[src/rtl/seq_pkg.sv]
// seq_pkg: state encoding and ROM constants shared by the sequencer and its bench.
package seq_pkg;
    typedef enum logic [2:0] {IDLE, FETCH, LOAD, RUN, DONE} estado_t;
    localparam logic [7:0] TERMINADOR = 8'hFF;
    localparam logic [8:0] ULTIMO_END = 9'd511;
endpackage

[src/rtl/contador_duracao.sv]
// contador_duracao: prescaler plus unit counter timing one RUN of Valor*PRESCALE cycles.
module contador_duracao #(
    parameter logic [15:0] PRESCALE = 16'd1
) (
    input  logic       i_clk,
    input  logic       i_rst,
    input  logic       i_carga,
    input  logic       i_en,
    input  logic [7:0] i_unidades,
    output logic       o_zero
);
    logic [7:0]  r_unid;
    logic [15:0] r_pre;
    // Flags the final cycle of the run so the FSM leaves RUN on the same edge.
    assign o_zero = (r_pre == 16'd0) && (r_unid <= 8'd1);
    always_ff @(posedge i_clk or posedge i_rst) begin
        if (i_rst) begin
            r_unid <= 8'd0;
            r_pre  <= 16'd0;
        end else if (i_carga) begin
            r_unid <= i_unidades;
            r_pre  <= PRESCALE - 16'd1;
        end else if (i_en) begin
            if (r_pre == 16'd0) begin
                r_pre  <= PRESCALE - 16'd1;
                r_unid <= r_unid - 8'd1;
            end else begin
                r_pre <= r_pre - 16'd1;
            end
        end
    end
endmodule

[src/rtl/rom_sequencer.sv]
// rom_sequencer: walks a ROM table of durations, holding Ativo for each entry's
// Valor*PRESCALE cycles; 0 entries are skipped and 8'hFF ends the sequence.
module rom_sequencer
    import seq_pkg::*;
#(
    parameter logic [8:0]  BASE_ADDR = 9'd0,
    parameter logic [15:0] PRESCALE  = 16'd1
) (
    input  logic       CLK,
    input  logic       RST,
    input  logic       Iniciar,
    input  logic       Abortar,
    output logic [8:0] Endereco,
    input  logic [7:0] Dados,
    output logic [8:0] Passo,
    output logic [7:0] Valor,
    output logic       Ativo,
    output logic       Ocupado,
    output logic       Fim
);
    estado_t    r_estado, w_prox;
    logic [8:0] r_end, r_passo;
    logic [7:0] r_valor;
    logic       w_zero, w_carga, w_avanca, w_ultimo, w_inicio;

    assign w_ultimo = (r_end == ULTIMO_END);
    assign w_inicio = (r_estado == IDLE) && Iniciar;

    always_ff @(posedge CLK or posedge RST) begin
        if (RST) r_estado <= IDLE;
        else     r_estado <= w_prox;
    end

    always_comb begin
        w_prox   = r_estado;
        w_carga  = 1'b0;
        w_avanca = 1'b0;
        case (r_estado)
            IDLE:  w_prox = Iniciar ? FETCH : IDLE;
            FETCH: w_prox = LOAD;
            LOAD: begin
                if (Dados == TERMINADOR) begin
                    w_prox = DONE;
                end else if (Dados == 8'd0) begin
                    w_avanca = !w_ultimo;
                    w_prox   = w_ultimo ? DONE : FETCH;
                end else begin
                    w_carga = 1'b1;
                    w_prox  = RUN;
                end
            end
            RUN: begin
                if (w_zero) begin
                    w_avanca = !w_ultimo;
                    w_prox   = w_ultimo ? DONE : FETCH;
                end
            end
            DONE:    w_prox = IDLE;
            default: w_prox = IDLE;
        endcase
        // Abort overrides everything, including a pending load or address step.
        if (Abortar && (r_estado inside {FETCH, LOAD, RUN})) begin
            w_prox   = DONE;
            w_carga  = 1'b0;
            w_avanca = 1'b0;
        end
    end

    always_ff @(posedge CLK or posedge RST) begin
        if (RST) begin
            r_end   <= 9'd0;
            r_passo <= 9'd0;
            r_valor <= 8'd0;
        end else begin
            if (w_inicio) begin
                r_end   <= BASE_ADDR;
                r_passo <= 9'd0;
            end else if (w_avanca) begin
                r_end   <= r_end + 9'd1;
                r_passo <= r_passo + 9'd1;
            end
            if (w_carga) r_valor <= Dados;
        end
    end

    contador_duracao #(.PRESCALE(PRESCALE)) u_contador (
        .i_clk      (CLK),
        .i_rst      (RST),
        .i_carga    (w_carga),
        .i_en       (r_estado == RUN),
        .i_unidades (Dados),
        .o_zero     (w_zero)
    );

    assign Endereco = r_end;
    assign Passo    = r_passo;
    assign Valor    = r_valor;
    assign Ativo    = (r_estado == RUN);
    assign Ocupado  = (r_estado != IDLE);
    assign Fim      = (r_estado == DONE);
endmodule
[config.mk]
export PLATFORM = sky130hd
export DESIGN_NAME = rom_sequencer
export DESIGN_NICKNAME = d
export VERILOG_FILES = /design/src/rtl/seq_pkg.sv /design/src/rtl/contador_duracao.sv /design/src/rtl/rom_sequencer.sv
export SDC_FILE = /design/constraint.sdc
export NUM_CORES = 1
export LEC_CHECK = 0
export CORE_MARGIN = 4
export CORE_UTILIZATION = 59
export DETAILED_ROUTE_END_ITERATION = 6
export PLACE_DENSITY = 0.95
export RECOVER_POWER = 100
export SYNTH_ARGS = -nofsm -noshare
export SYNTH_HDL_FRONTEND = slang
export SYNTH_SLANG_ARGS = --single-unit
[constraint.sdc]
create_clock -name CLK -period 5.4 [get_ports CLK]
set_clock_uncertainty 0.05 [all_clocks]
set_input_delay 0.81 -clock CLK [delete_from_list [all_inputs] [get_ports CLK]]
set_output_delay 0.81 -clock CLK [all_outputs]
set_load 0.05 [all_outputs]
==> qor.txt <==
Vias in the first global route -> 2539
Global Route Usage Sum -> 0.239
Slew Limit Fails -> 84
Vias/cell -> 6.18
Routed WL -> 6750 um
RePlAce Congestion -> 0.866
Max Cap Violations -> 2
Fin nets -> 374
Sequential-to-total area share from yosys stat -> 0.455
Commonest non-fill, non-tap cell in the layout -> dfrtp_1
Total negative slack -> 0 ns
Mapped Cells -> 321
Initial antenna violation count -> 0
Period utilization -> 0.670
Hold Buf Count CTS -> 0
Prevailing post-synth register cell -> dfrtp_1
Clk slew on worst S/H paths -> 0.10 ns
Tmin final -> 3.62 ns
Die area -> 0.00613 sq mm
Cells on worst reg2reg path -> 9
Routed Antenna Nets -> 0
# resized after CTS -> 0
Deepest clock path buffer count -> 2
DP Worst Slack -> 1.91 ns
Top Usage Layer GRT -> met2
Detailed-route DRC error count -> 0
Syn_nets -> 340
# rows -> 25
# clock sinks -> 53
Final hold violations -> 0
YS warnings -> 0
Synthesized flop and latch total -> 53
PnR worst setup slack -> 1.78 ns
DIE HEIGHT -> 78.3 um
Initial core utilization -> 0.613
Min Hold Slack -> 0.427 ns
P_leak -> 1.46 nW
H-Tree Depth -> 2
Max Fclk -> 276 MHz
GR Overflow Total -> 0
Vias -> 2613
Peak supply drop -> 0.325 mV
Rel. slew slack -> -0.315
Post-DP HPWL -> 4830 um
Hold Crit Depth -> 2
Die width -> 78.3 um
Share of layout cells above drive strength 1 -> 0.0365
GR Layer Usage met1 -> 0.318
Routed wire per std cell -> 16.0 um
Area growth syn-to-layout -> 17.1%
Post-synthesis cell area -> 0.00291 sq mm
Drt pass-1 iters -> 5
Total power -> 1.57 mW
Crit path max fanout -> 29
CP max stage delay -> 0.78 ns
Antenna Cells -> 0
GRT met3 Usage -> 0.0436
Mean Syn Cell Area -> 9.08 sq um
Worst Path Buf+Inv -> 1
Delay-heaviest family, CP -> simple AND/OR/NAND/NOR gates
Met2 Track Usage GR -> 0.398
Worst setup EP type -> register
Initial drt markers -> 247
Outcome -> finished with violations
Count of different cell masters after synthesis -> 46
Buffers on Ports -> 40
Failing checks -> max-capacitance violations, max-slew violations
Least-Margin Pin Slew -> 1.97 ns
Post-synth EDFFs -> 0
Data arrival time of the worst path -> 3.81 ns
Critical path type -> in -> reg
Setup crit start kind -> primary input
RSZ-0062 raised after global routing -> no
Final setup vio count -> 0
Cell repeated most along the worst path -> or4_1
CTS tree -> done
CTS root buf -> clkbuf_8
Critical path depth -> 6
Boundary Pins -> 41
Commonest non-fill, non-tap cells in the layout -> dfrtp_1 (53), nand2_1 (39), dlygate4sd3_1 (31)
Largest net degree at the start of global routing -> 54
First-pass GRT wire length -> 11900 um
Skew-Pair Late Insertion Delay -> 0.31 ns
Min-Delay Path Class -> reg -> reg
Share of synthesized registers carrying an async set or reset -> 1.00
Setup Fix Bufs, Post-CTS -> 0
CP cell instances -> dlygate4sd3_1 -> or4_1 -> nor4_1 -> a41oi_1 -> or4_1 -> a21oi_1
Critical Path Slowest Stage Cell -> or4_1
Power per Cell Area -> 459 mW/mm^2
Num CTS Buffers -> 5
Core area -> 0.00475 sq mm
CP Data Required Time -> 5.59 ns
==> layer usage <==
metal  vias to the layer above  part of all wire
met5                         -                 0
met4                         0             0.012
li1                       1237                 -
met1                      1245              0.43
met3                        10             0.064
met2                       121              0.49
==> flip-flops by register name, summed over array words and instances, names as in the netlist <==
signal	count
Passo	9
Endereco	9
r_estado	3
u_contador.r_pre	16
u_contador.r_unid	8
Valor	8
==> layout make-up <==
cell class,instances,area (sq um)
clock inverters,2,15.0
repair buffers,40,400
flip-flops and latches,53,1330
inverters,14,52.6
clock buffers,6,72.6
multi-input cells,241,1460
fillers,359,1340
well taps,67,83.8
==> through the flow <==
step,instances,instance area (sq um),util
floorplan,321,2910,-
global placement,415,3340,0.702
detailed placement,415,3340,0.702
CTS,423,3430,0.721
global route,423,3410,0.718
finish,423,3410,0.718
==> final timing paths <==
| check | end | slack (ns) | from |
|---|---|---|---|
| worst max-delay path | Passo[5] | 1.78 | Dados[3] |
| worst min-delay path | Valor[7] | 0.43 | Valor[7] |
| worst max register to register | Passo[5] | 1.90 | Endereco[0] |
| worst min register to register | Valor[7] | 0.43 | Valor[7] |
| max in group asynchronous | u_contador.r_pre[5] | 2.61 | RST |
| min in group asynchronous | Endereco[7] | 1.53 | RST |
==> kinds of logic (layout without fill, tap and decap cells) <==
logic type,count (synthesis),in the layout,synth area share
compound gates,69,69,0.143
flops,53,53,0.455
buf+inv,27,62,0.0386
xor+xnor,10,10,0.0301
fa+ha+maj,7,7,0.0301
simple gates,155,155,0.304
==> report_power, final <==
part	total, mW	switching (mW)	leakage [nW]	internal [mW]
Combinational	0.703	0.446	0.723	0.257
Sequential	0.640	0.132	0.702	0.508
Clock	0.223	0.131	0.0374	0.0916
==> worst register-to-register path: stages (launching register included) <==
cell     delay (ns)
dfrtp_1        0.48
ha_1           0.31
nand2_1        0.10
nor2_1         0.05
ha_1           0.21
or4b_1         0.53
nor4_1         0.35
a41oi_1        0.43
or4_1          0.78
a21oi_1        0.15
==> synth_stat cells (6+ instances only) <==
| cell | count | area (sq um) |
|---|---|---|
| o21ai_0 | 28 | 140 |
| or3_1 | 10 | 62.6 |
| ha_1 | 7 | 87.6 |
| nor4_1 | 6 | 37.5 |
| nand2_1 | 39 | 146 |
| or4_1 | 7 | 52.6 |
| nand4_1 | 6 | 37.5 |
| dfrtp_1 | 53 | 1330 |
| a21oi_1 | 20 | 100 |
| xor2_1 | 6 | 52.6 |
| inv_1 | 13 | 48.8 |
| clkbuf_1 | 9 | 33.8 |
| nor3_1 | 15 | 75.1 |
| nor3b_1 | 6 | 45.0 |
| nand3_1 | 22 | 110 |
| nor2_1 | 15 | 56.3 |
(Power assumes the default switching activity.)
